[config.mk]
export PLATFORM = sky130hd
export DESIGN_NAME = aq_ifu_ras_ctrl_flat
export DESIGN_NICKNAME = d
export VERILOG_FILES = /design/src/rtl/aq_ifu_ras_ctrl_if.sv /design/src/rtl/aq_ifu_ras_ctrl.sv /design/src/flat_wrapper.sv
export SDC_FILE = /design/constraint.sdc
export NUM_CORES = 1
export LEC_CHECK = 0
export ABC_AREA = 1
export BUFFER_PORTS_ARGS = -buffer_cell sky130_fd_sc_hd__buf_2
export CORE_ASPECT_RATIO = 0.8
export CORE_UTILIZATION = 33
export CTS_CLUSTER_DIAMETER = 30
export CTS_CLUSTER_SIZE = 8
export DETAILED_ROUTE_END_ITERATION = 10
export GPL_TIMING_DRIVEN = 0
export PLACE_DENSITY_LB_ADDON = 0.15
export SYNTH_ARGS = -nofsm -noshare
export SYNTH_HDL_FRONTEND = slang
export SYNTH_SLANG_ARGS = --single-unit
export TNS_END_PERCENT = 50
[constraint.sdc]
create_clock -name ras_cpuclk -period 1.75 [get_ports ras_cpuclk]
set_input_delay 0.35 -clock ras_cpuclk [delete_from_list [all_inputs] [get_ports ras_cpuclk]]
set_output_delay 0.35 -clock ras_cpuclk [all_outputs]
set_load 0.005 [all_outputs]
[src/rtl/aq_ifu_ras_ctrl_if.sv]
// Predict/commit request bus and entry-array connections of the IFU return address stack controller.
interface aq_ifu_ras_ctrl_if #(
   parameter int ENTRY_NUM = 4,
   parameter int PC_W      = 24
);
   logic                      pred_link_vld;
   logic [PC_W-1:0]           pred_link_pc;
   logic                      pred_ret_vld;
   logic                      iu_link_vld;
   logic                      iu_ret_vld;
   logic                      iu_pc_mispred;
   logic                      iu_bht_mispred;
   logic                      rtu_flush_fe;
   logic [ENTRY_NUM*PC_W-1:0] ras_entry_pc;
   logic                      ras_pred_rdy;
   logic [ENTRY_NUM-1:0]      ras_entry_upd;
   logic [PC_W-1:0]           ras_upd_pc;
   logic [PC_W-1:0]           ras_pred_tar_pc;
   logic                      ras_pred_tar_vld;
   logic                      ras_empty;
   logic                      ras_full;

   modport master (
      output pred_link_vld, pred_link_pc, pred_ret_vld,
      output iu_link_vld, iu_ret_vld, iu_pc_mispred, iu_bht_mispred, rtu_flush_fe,
      output ras_entry_pc,
      input  ras_pred_rdy, ras_entry_upd, ras_upd_pc, ras_pred_tar_pc,
      input  ras_pred_tar_vld, ras_empty, ras_full
   );

   modport slave (
      input  pred_link_vld, pred_link_pc, pred_ret_vld,
      input  iu_link_vld, iu_ret_vld, iu_pc_mispred, iu_bht_mispred, rtu_flush_fe,
      input  ras_entry_pc,
      output ras_pred_rdy, ras_entry_upd, ras_upd_pc, ras_pred_tar_pc,
      output ras_pred_tar_vld, ras_empty, ras_full
   );
endinterface

[src/rtl/aq_ifu_ras_ctrl.sv]
// RAS pointer/occupancy controller: speculative and committed stacks, recovery, entry write/read steering.
// Optional statistics counters are built when AQ_IFU_RAS_STAT_EN is defined.
module aq_ifu_ras_ctrl #(
   parameter int ENTRY_NUM = 4,
   parameter int PTR_W     = 2,
   parameter int PC_W      = 24
) (
   input  logic                 ras_cpuclk,
   input  logic                 cpurst_b,
`ifdef AQ_IFU_RAS_STAT_EN
   output logic [15:0]          ras_stat_push,
   output logic [15:0]          ras_stat_pop,
   output logic [15:0]          ras_stat_undf,
   output logic [15:0]          ras_stat_rcvr,
`endif
   aq_ifu_ras_ctrl_if.slave     ras_if
);

   localparam logic [PTR_W:0]   CNT_MAX  = (PTR_W+1)'(ENTRY_NUM);
   localparam logic [PTR_W-1:0] PTR_INIT = PTR_W'(ENTRY_NUM-1);

   typedef enum logic [1:0] {INIT, RUN, RECOVER} state_t;

   typedef struct packed {
      logic [PTR_W-1:0] top;
      logic [PTR_W:0]   cnt;
   } stk_t;

   state_t state, state_nxt;
   stk_t   spec, spec_nxt, cmt, cmt_nxt;
   logic   recover;
   logic   pred_rdy;
   logic   spec_nonempty;

   // Pop-then-push on a non-empty stack replaces the top in place; a push when full drops the oldest.
   function automatic stk_t stk_upd(input stk_t cur, input logic push, input logic pop);
      stk_t nxt;
      nxt = cur;
      if (push && !(pop && cur.cnt != '0)) begin
         nxt.top = cur.top + PTR_W'(1);
         nxt.cnt = (cur.cnt == CNT_MAX) ? cur.cnt : cur.cnt + (PTR_W+1)'(1);
      end else if (!push && pop && cur.cnt != '0) begin
         nxt.top = cur.top - PTR_W'(1);
         nxt.cnt = cur.cnt - (PTR_W+1)'(1);
      end
      return nxt;
   endfunction

   assign recover = ras_if.rtu_flush_fe | ras_if.iu_bht_mispred |
                    (ras_if.iu_pc_mispred & ~ras_if.iu_link_vld);

   always_ff @(posedge ras_cpuclk or negedge cpurst_b) begin
      if (!cpurst_b) state <= INIT;
      else           state <= state_nxt;
   end

   always_comb begin
      state_nxt = state;
      pred_rdy  = 1'b0;
      case (state)
         INIT:    state_nxt = RUN;
         RUN: begin
            pred_rdy = ~recover;
            if (recover) state_nxt = RECOVER;
         end
         RECOVER: state_nxt = recover ? RECOVER : RUN;
         default: state_nxt = INIT;
      endcase
   end

   assign cmt_nxt  = ras_if.rtu_flush_fe ? cmt
                                         : stk_upd(cmt, ras_if.iu_link_vld, ras_if.iu_ret_vld);
   assign spec_nxt = stk_upd(spec, ras_if.pred_link_vld, ras_if.pred_ret_vld);

   always_ff @(posedge ras_cpuclk or negedge cpurst_b) begin
      if (!cpurst_b) cmt <= '{top: PTR_INIT, cnt: '0};
      else           cmt <= cmt_nxt;
   end

   // Recovery wins over any predict request in the same cycle.
   always_ff @(posedge ras_cpuclk or negedge cpurst_b) begin
      if (!cpurst_b)     spec <= '{top: PTR_INIT, cnt: '0};
      else if (recover)  spec <= cmt_nxt;
      else if (pred_rdy) spec <= spec_nxt;
   end

   assign spec_nonempty = (spec.cnt != '0);

   always_comb begin
      logic [PTR_W-1:0] wr_idx;
      wr_idx = (ras_if.pred_ret_vld && spec_nonempty) ? spec.top : spec.top + PTR_W'(1);
      ras_if.ras_entry_upd = '0;
      if (pred_rdy && ras_if.pred_link_vld)
         ras_if.ras_entry_upd = ENTRY_NUM'(1) << wr_idx;
   end

   assign ras_if.ras_pred_rdy     = pred_rdy;
   assign ras_if.ras_upd_pc       = ras_if.pred_link_pc;
   assign ras_if.ras_pred_tar_pc  = ras_if.ras_entry_pc[spec.top*PC_W +: PC_W];
   assign ras_if.ras_pred_tar_vld = spec_nonempty && (state == RUN);
   assign ras_if.ras_empty        = ~spec_nonempty;
   assign ras_if.ras_full         = (spec.cnt == CNT_MAX);

`ifdef AQ_IFU_RAS_STAT_EN
   function automatic logic [15:0] sat_inc(input logic [15:0] v, input logic en);
      return (en && v != 16'hFFFF) ? v + 16'd1 : v;
   endfunction

   logic pred_pop_acc;
   assign pred_pop_acc = pred_rdy & ras_if.pred_ret_vld;

   always_ff @(posedge ras_cpuclk or negedge cpurst_b) begin
      if (!cpurst_b) begin
         ras_stat_push <= '0;
         ras_stat_pop  <= '0;
         ras_stat_undf <= '0;
         ras_stat_rcvr <= '0;
      end else begin
         ras_stat_push <= sat_inc(ras_stat_push, pred_rdy & ras_if.pred_link_vld);
         ras_stat_pop  <= sat_inc(ras_stat_pop,  pred_pop_acc & spec_nonempty);
         ras_stat_undf <= sat_inc(ras_stat_undf, pred_pop_acc & ~spec_nonempty);
         ras_stat_rcvr <= sat_inc(ras_stat_rcvr, (state == RUN) & recover);
      end
   end
`endif

endmodule
[src/flat_wrapper.sv]
// flat-port wrapper written by rule: the top's interface ports become plain ports
module aq_ifu_ras_ctrl_flat 
#(
   parameter int ENTRY_NUM = 4,
   parameter int PTR_W     = 2,
   parameter int PC_W      = 24
)
  (ras_cpuclk, cpurst_b, ras_if_pred_link_vld, ras_if_pred_link_pc, ras_if_pred_ret_vld, ras_if_iu_link_vld, ras_if_iu_ret_vld, ras_if_iu_pc_mispred, ras_if_iu_bht_mispred, ras_if_rtu_flush_fe, ras_if_ras_entry_pc, ras_if_ras_pred_rdy, ras_if_ras_entry_upd, ras_if_ras_upd_pc, ras_if_ras_pred_tar_pc, ras_if_ras_pred_tar_vld, ras_if_ras_empty, ras_if_ras_full);
  aq_ifu_ras_ctrl_if #(.ENTRY_NUM(ENTRY_NUM), .PC_W(PC_W)) ras_if_i ();
  input  logic ras_cpuclk;
  input  logic cpurst_b;
  input wire logic [$bits(ras_if_i.pred_link_vld)-1:0] ras_if_pred_link_vld;
  input wire logic [$bits(ras_if_i.pred_link_pc)-1:0] ras_if_pred_link_pc;
  input wire logic [$bits(ras_if_i.pred_ret_vld)-1:0] ras_if_pred_ret_vld;
  input wire logic [$bits(ras_if_i.iu_link_vld)-1:0] ras_if_iu_link_vld;
  input wire logic [$bits(ras_if_i.iu_ret_vld)-1:0] ras_if_iu_ret_vld;
  input wire logic [$bits(ras_if_i.iu_pc_mispred)-1:0] ras_if_iu_pc_mispred;
  input wire logic [$bits(ras_if_i.iu_bht_mispred)-1:0] ras_if_iu_bht_mispred;
  input wire logic [$bits(ras_if_i.rtu_flush_fe)-1:0] ras_if_rtu_flush_fe;
  input wire logic [$bits(ras_if_i.ras_entry_pc)-1:0] ras_if_ras_entry_pc;
  output wire logic [$bits(ras_if_i.ras_pred_rdy)-1:0] ras_if_ras_pred_rdy;
  output wire logic [$bits(ras_if_i.ras_entry_upd)-1:0] ras_if_ras_entry_upd;
  output wire logic [$bits(ras_if_i.ras_upd_pc)-1:0] ras_if_ras_upd_pc;
  output wire logic [$bits(ras_if_i.ras_pred_tar_pc)-1:0] ras_if_ras_pred_tar_pc;
  output wire logic [$bits(ras_if_i.ras_pred_tar_vld)-1:0] ras_if_ras_pred_tar_vld;
  output wire logic [$bits(ras_if_i.ras_empty)-1:0] ras_if_ras_empty;
  output wire logic [$bits(ras_if_i.ras_full)-1:0] ras_if_ras_full;
  assign ras_if_i.pred_link_vld = ras_if_pred_link_vld;
  assign ras_if_i.pred_link_pc = ras_if_pred_link_pc;
  assign ras_if_i.pred_ret_vld = ras_if_pred_ret_vld;
  assign ras_if_i.iu_link_vld = ras_if_iu_link_vld;
  assign ras_if_i.iu_ret_vld = ras_if_iu_ret_vld;
  assign ras_if_i.iu_pc_mispred = ras_if_iu_pc_mispred;
  assign ras_if_i.iu_bht_mispred = ras_if_iu_bht_mispred;
  assign ras_if_i.rtu_flush_fe = ras_if_rtu_flush_fe;
  assign ras_if_i.ras_entry_pc = ras_if_ras_entry_pc;
  assign ras_if_ras_pred_rdy = ras_if_i.ras_pred_rdy;
  assign ras_if_ras_entry_upd = ras_if_i.ras_entry_upd;
  assign ras_if_ras_upd_pc = ras_if_i.ras_upd_pc;
  assign ras_if_ras_pred_tar_pc = ras_if_i.ras_pred_tar_pc;
  assign ras_if_ras_pred_tar_vld = ras_if_i.ras_pred_tar_vld;
  assign ras_if_ras_empty = ras_if_i.ras_empty;
  assign ras_if_ras_full = ras_if_i.ras_full;
  aq_ifu_ras_ctrl #(.ENTRY_NUM(ENTRY_NUM), .PTR_W(PTR_W), .PC_W(PC_W)) u_core (.ras_cpuclk(ras_cpuclk), .cpurst_b(cpurst_b), .ras_if(ras_if_i));
endmodule
; ---- Word level (Yosys, flattened, before mapping)
; Cells that the tools add are included.
[classes]
magnitude_cmp = 0
n_reduce_logical = 21
n_shift = 2
n_addsub = 8
div = 0
n_eq_ne = 6
n_bitwise = 6
muxes = 15
n_mul = 1
[op_table]
columns = op, n
row1 = 96-bit by 8-bit indexed part select with 24-bit output, 1
row2 = 5-bit 2-to-1 mux, 7
row3 = 1-bit logical AND, 10
row4 = 3-bit nonzero test, 3
row5 = 3-bit by 1-bit adder with 3-bit output (second input constant), 2
row6 = 3-bit == test (second input constant), 2
row7 = 2-bit 2-to-1 mux, 3
row8 = 3-bit 2-to-1 mux, 2
row9 = 2-bit case mux with 3 select lines, 1
row10 = 3-bit by 1-bit subtractor with 3-bit output (second input constant), 2
row11 = 2-bit by 1-bit adder with 2-bit output (second input constant), 2
row12 = 1-bit logical NOT, 4
row13 = 2-bit by 2-bit multiplier with 4-bit output (second input constant), 1
row14 = 4-bit 2-to-1 mux, 1
row15 = 1-bit by 2-bit << shifter with 4-bit output (first input constant), 1
row16 = 2-bit by 1-bit subtractor with 2-bit output (second input constant), 2
row17 = 3-bit by 2-bit inequality test with 1-bit output (second input constant), 1
row18 = 1-bit inverter, 3
row19 = 3-bit AND reduction, 1
row20 = 2-bit by 1-bit == test with 1-bit output (second input constant), 1
row21 = 2-bit == test (second input constant), 1
row22 = 2-bit logical NOT, 1
row23 = 2-bit by 1-bit inequality test with 1-bit output (second input constant), 1
row24 = 1-bit bitwise OR, 2
row25 = other kinds (4), 4
[word_totals]
ramBits = 0
in_bits = 129
latch_bits = 0
mem_count = 0
romBits = 0
regBits = 12

; ---- Longest topological paths before layout
[depth]
depth_word = 7
mapped_depth = 12
ltp_nobuf = 12

; ---- Worst setup path before layout
; OpenSTA, ideal clock, no wires.
[synth_path]
path_kind = register -> register
startpoint = reg u_core.spec[0] in the netlist's numbering
endpoint = reg u_core.spec[2] in the netlist's numbering
stages_incl_launch_ff = 12
setup_slack_ns = -0.024
required_time_ns = 1.626
period_less_slack_ns = 1.774
path_buffers = 0
t_arrival_ns = 1.650
cell_sequence = dfrtp_1 > nor2_1 > nand2_2 > nand2_4 > nand2_4 > fa_1 > xnor2_1 > nand3_1 > nand2_1 > nor2_1 > nand2_1 > nand3_1
[synth_between]
elab_chain_len = 7
elab_cells_between_ends = 16
cone_classes = add/sub: 2 / eq/ne: 2 / mux: 5 / reduce/logical: 7
[synth_rtl]
columns = item, line_no
row1 = from (decl), aq_ifu_ras_ctrl.sv:30  ; stk_t spec, spec_nxt, cmt, cmt_nxt;
row2 = from (signal assigned), aq_ifu_ras_ctrl.sv:82  ; if (!cpurst_b) spec <= '{top: PTR_INIT, cnt: '0};
row3 = from (signal assigned), aq_ifu_ras_ctrl.sv:83  ; else if (recover) spec <= cmt_nxt;
row4 = from (signal assigned), aq_ifu_ras_ctrl.sv:84  ; else if (pred_rdy) spec <= spec_nxt;
row5 = "parallel branches: the longest is 7 deep, another holds 3-bit by 1-bit subtractor with 3-bit output", -
; Several ways; the timed one is not identified. The select of a mux whose other input is x is not followed.
; A chain may end at the register's enable or synchronous reset.

; ---- Final worst setup path
[layout_path]
startpoint = reg u_core.spec[3] in the netlist's numbering
endpoint = out ras_if_ras_pred_tar_pc[14]
[layout_between]
elab_chain_len = 2
[layout_rtl]
columns = item, line_no
row1 = 2-bit by 2-bit multiplier with 4-bit output, aq_ifu_ras_ctrl.sv:99  ; assign ras_if.ras_pred_tar_pc = ras_if.ras_entry_pc[spec.top*PC_W +: PC_W];
row2 = 96-bit by 8-bit indexed part select with 24-bit output, aq_ifu_ras_ctrl.sv:99
row3 = to (decl), flat_wrapper.sv:24  ; output wire logic [$bits(ras_if_i.ras_pred_tar_pc)-1:0] ras_if_ras_pred_tar_pc;
; No other way between the ends.

==> summary.json <==
{
  "placement": {
    "gp_congestion": 0.8854,
    "dp_hpwl_um": 5713,
    "buffer_ports.inserted": 160
  },
  "detailed_routing": {
    "drtIter0Drc": 88,
    "drc": 0,
    "num_vias": 2773,
    "route.antenna.remaining_nets": 0,
    "finalWirelength_um": 7846,
    "route.detailed.wl_per_inst_um": 13.96,
    "drtPass1Iterations": 4,
    "post_drt_via_cell_ratio": 4.934
  },
  "worst_setup_path": {
    "path_max_fanout": 5,
    "cp_slowest_cell": "dfstp_2",
    "worst_setup_path_end_kind": "primary output",
    "timing.critical_path.required_ns": 1.40,
    "worstSetupStartpoint": "u_core.spec[3]",
    "cp.arrival_ns": 1.60,
    "worstReg2RegStart": "u_core.spec[0]",
    "worst_path_largest_cell_delay_ns": 0.59,
    "cell_chain_of_the_critical_path": "buf_4, buf_6, buf_8, o21ai_1, o22ai_1, buf_2",
    "worstSetupPathType": "reg2out",
    "timing.critical_path.from_type": "register"
  },
  "global_routing": {
    "grt_start_max_net_pins": 13,
    "grt_usage_pct": 24.43,
    "globalRouteOverflowTotal": 0,
    "grt_antenna_before_repair": 0,
    "grt_first_pass_wirelength_um": 11390,
    "grt_pass1_vias": 2556
  },
  "outcome": {
    "status": "finished, violations left",
    "violations": "setup timing"
  },
  "hold_path": {
    "hold_path.startpoint": "ras_if_rtu_flush_fe",
    "hp-class": "in2reg"
  },
  "cts": {
    "buffers_from_clock_root_to_sink_at_most": 2,
    "clock_tree.htree_level_count": 1,
    "tritoncts_num_sinks": 12,
    "clk-insertion-delay-late_ns": 0.24,
    "cts_root_buffer": "clkbuf_8",
    "numCtsBuffers": 3,
    "clk_transition_reported_paths_ns": 0.05,
    "cts_tree": "done"
  },
  "cells_and_area": {
    "commonest_cells_after_routing_fill_and_taps_aside": "buf_2, nor2_1, buf_4",
    "layout-drive-gt1-share_pct": 55.80,
    "layout-area-overhead-vs-synth_pct": 81.03,
    "insertedDiodeCount": 0,
    "final_common_cell": "buf_2",
    "fin_nets": 634
  },
  "timing": {
    "final_max_slew_viol_count": 0,
    "hold_vio_cnt_final": 0,
    "worstMarginPinSlew_ns": 0.2718,
    "final_worst_path_period_need_ns": 1.952,
    "setup_tns_ns": -4.070,
    "rsz0062_at_grt": "true",
    "final_setup_vio_count": 29,
    "whs_ns": 0.3818,
    "clock.fmax_mhz": 512.2,
    "slew-limit-headroom_pct": 81.88,
    "fraction_of_the_cycle_the_final_worst_path_needs_pct": 111.6,
    "fin_worst_skew_ns": 0.002532,
    "post-route-worst-setup-slack_ns": -0.2024
  },
  "logic_synthesis": {
    "share_of_synthesized_area_occupied_by_flip_flops_and_latches_pct": 16.71,
    "postSynth.topFlopCell": "dfrtp_1",
    "synth_enable_flop_cells": 0,
    "netlist-cell-type-count": 30,
    "synthesis.area_sq_um": 1827,
    "ys_ff_latch": 12,
    "syn-instance-count": 307,
    "synthesis_warnings": 0,
    "mappedNetlistNets": 440,
    "syn-mean-instance-area_sq_um": 5.950,
    "synth_async_sr_flop_share_pct": 100.0
  },
  "power": {
    "cellPowerDensity_nw_per_um2": 1553,
    "irDropWorstVdd_uv": 694.5,
    "total_leakage_power_nw": 1.825,
    "totalPowerFinal_mw": 5.136
  },
  "floorplan": {
    "io_pins": 185,
    "placeableCoreArea_sq_um": 5180,
    "die-height_um": 68.55,
    "initial_core_util_pct": 35.27,
    "die-width_um": 85.19,
    "floorplan.rows": 23,
    "floorplan.die_area_sq_um": 5839
  },
  "run": {
    "maxCapViolCount": 0
  }
}
-- layout make-up --
class                      instances  area [sq um]
multi-input combinational        227          1265
fill                             484          1873
inverter                          27         106.4
clock buffer                       4         45.04
tap                               62         77.57
timing repair buffer             192          1142
buffer                            38         360.3
sequential                        12         310.3
-- layer usage --
metal	up-vias	global-route usage, %	wire length, um
met3	16	2.262	392
met1	1257	28.47	3333
met5	-	0	0
met4	0	8.051	157
li1	1374	-	-
met2	126	48.08	3964
-- synth_stat cells (2+ instances only) --
cell type	count	area share (%)
nor2_1	62	13
xnor2_1	2	0.96
o22ai_1	24	8.2
buf_2	7	1.9
buf_4	25	10
o21ai_0	52	14
xor2_1	3	1.4
nand2_1	41	8.4
dfstp_2	4	5.8
nand3_1	17	4.7
nand2_2	4	1.4
ha_1	3	2.1
inv_1	26	5.3
nand2_4	3	1.8
nand4_1	4	1.4
clkbuf_1	9	1.8
dfrtp_1	8	11
-- timing repair --
action | in CTS | in global routing
gates cloned | 2 | 4
setup buffers | 12 | 13
gates resized for setup | 72 | 30
endpoints found under the setup margin | 29 | 31
endpoints found under the hold margin | 8 | 0
pin swaps | 3 | 20
hold buffers | 1 | 0
-- worst paths after layout --
path / endpoint / slack [ns] / cells after the start
worst max-delay path: ras_if_ras_pred_tar_pc[14] / -0.20 / 6
min in group asynchronous: u_core.cmt[2] / 0.52 / 2
worst min-delay path: u_core.cmt[0] / 0.38 / 3
max in group asynchronous: u_core.cmt[3] / 0.95 / 2
worst max register to register: u_core.spec[2] / -0.04 / 10
worst min register to register: u_core.cmt[3] / 0.54 / 1
-- registers in the layout (all words and copies together), names as in the netlist --
register      cells
u_core.spec       5
u_core.cmt        5
u_core.state      2
-- worst max-delay path, delay by kind of cell (launching register included) --
kind	cells	cell delay [ns]
flops	1	0.59
buf+inv	4	0.50
compound gates	2	0.27
-- cells by family (layout without fill, tap and decap cells) --
group | after synthesis | count (layout) | synth area share (%)
xor gates and xnor gates | 6 | 6 | 3.288
buffers and inverters | 68 | 261 | 19.59
and+or+nand+nor | 138 | 138 | 33.84
adders and majority gates | 4 | 4 | 3.151
DFF | 12 | 12 | 16.71
AOI/OAI and AO/OA | 79 | 79 | 23.42
-- metrics by stage --
stage | area, sq um | setup slack [ns] | instances | util [%]
after floorplan | 1829 | 0.003385 | 307 | -
after global placement | 2708 | -0.1266 | 529 | 52.27
after detailed placement | 2708 | -0.1619 | 529 | 52.27
after CTS | 3064 | -0.1521 | 546 | 59.15
after global routing | 3307 | -0.3096 | 562 | 63.84
final | 3307 | -0.2024 | 562 | 63.84
-- power breakdown --
part / internal (mW) / switching, mW
logic: 2.16 / 2.07
registers: 0.462 / 0.184
clock network: 0.160 / 0.0981
No activity file was read; power rests on OpenSTA's default activity.
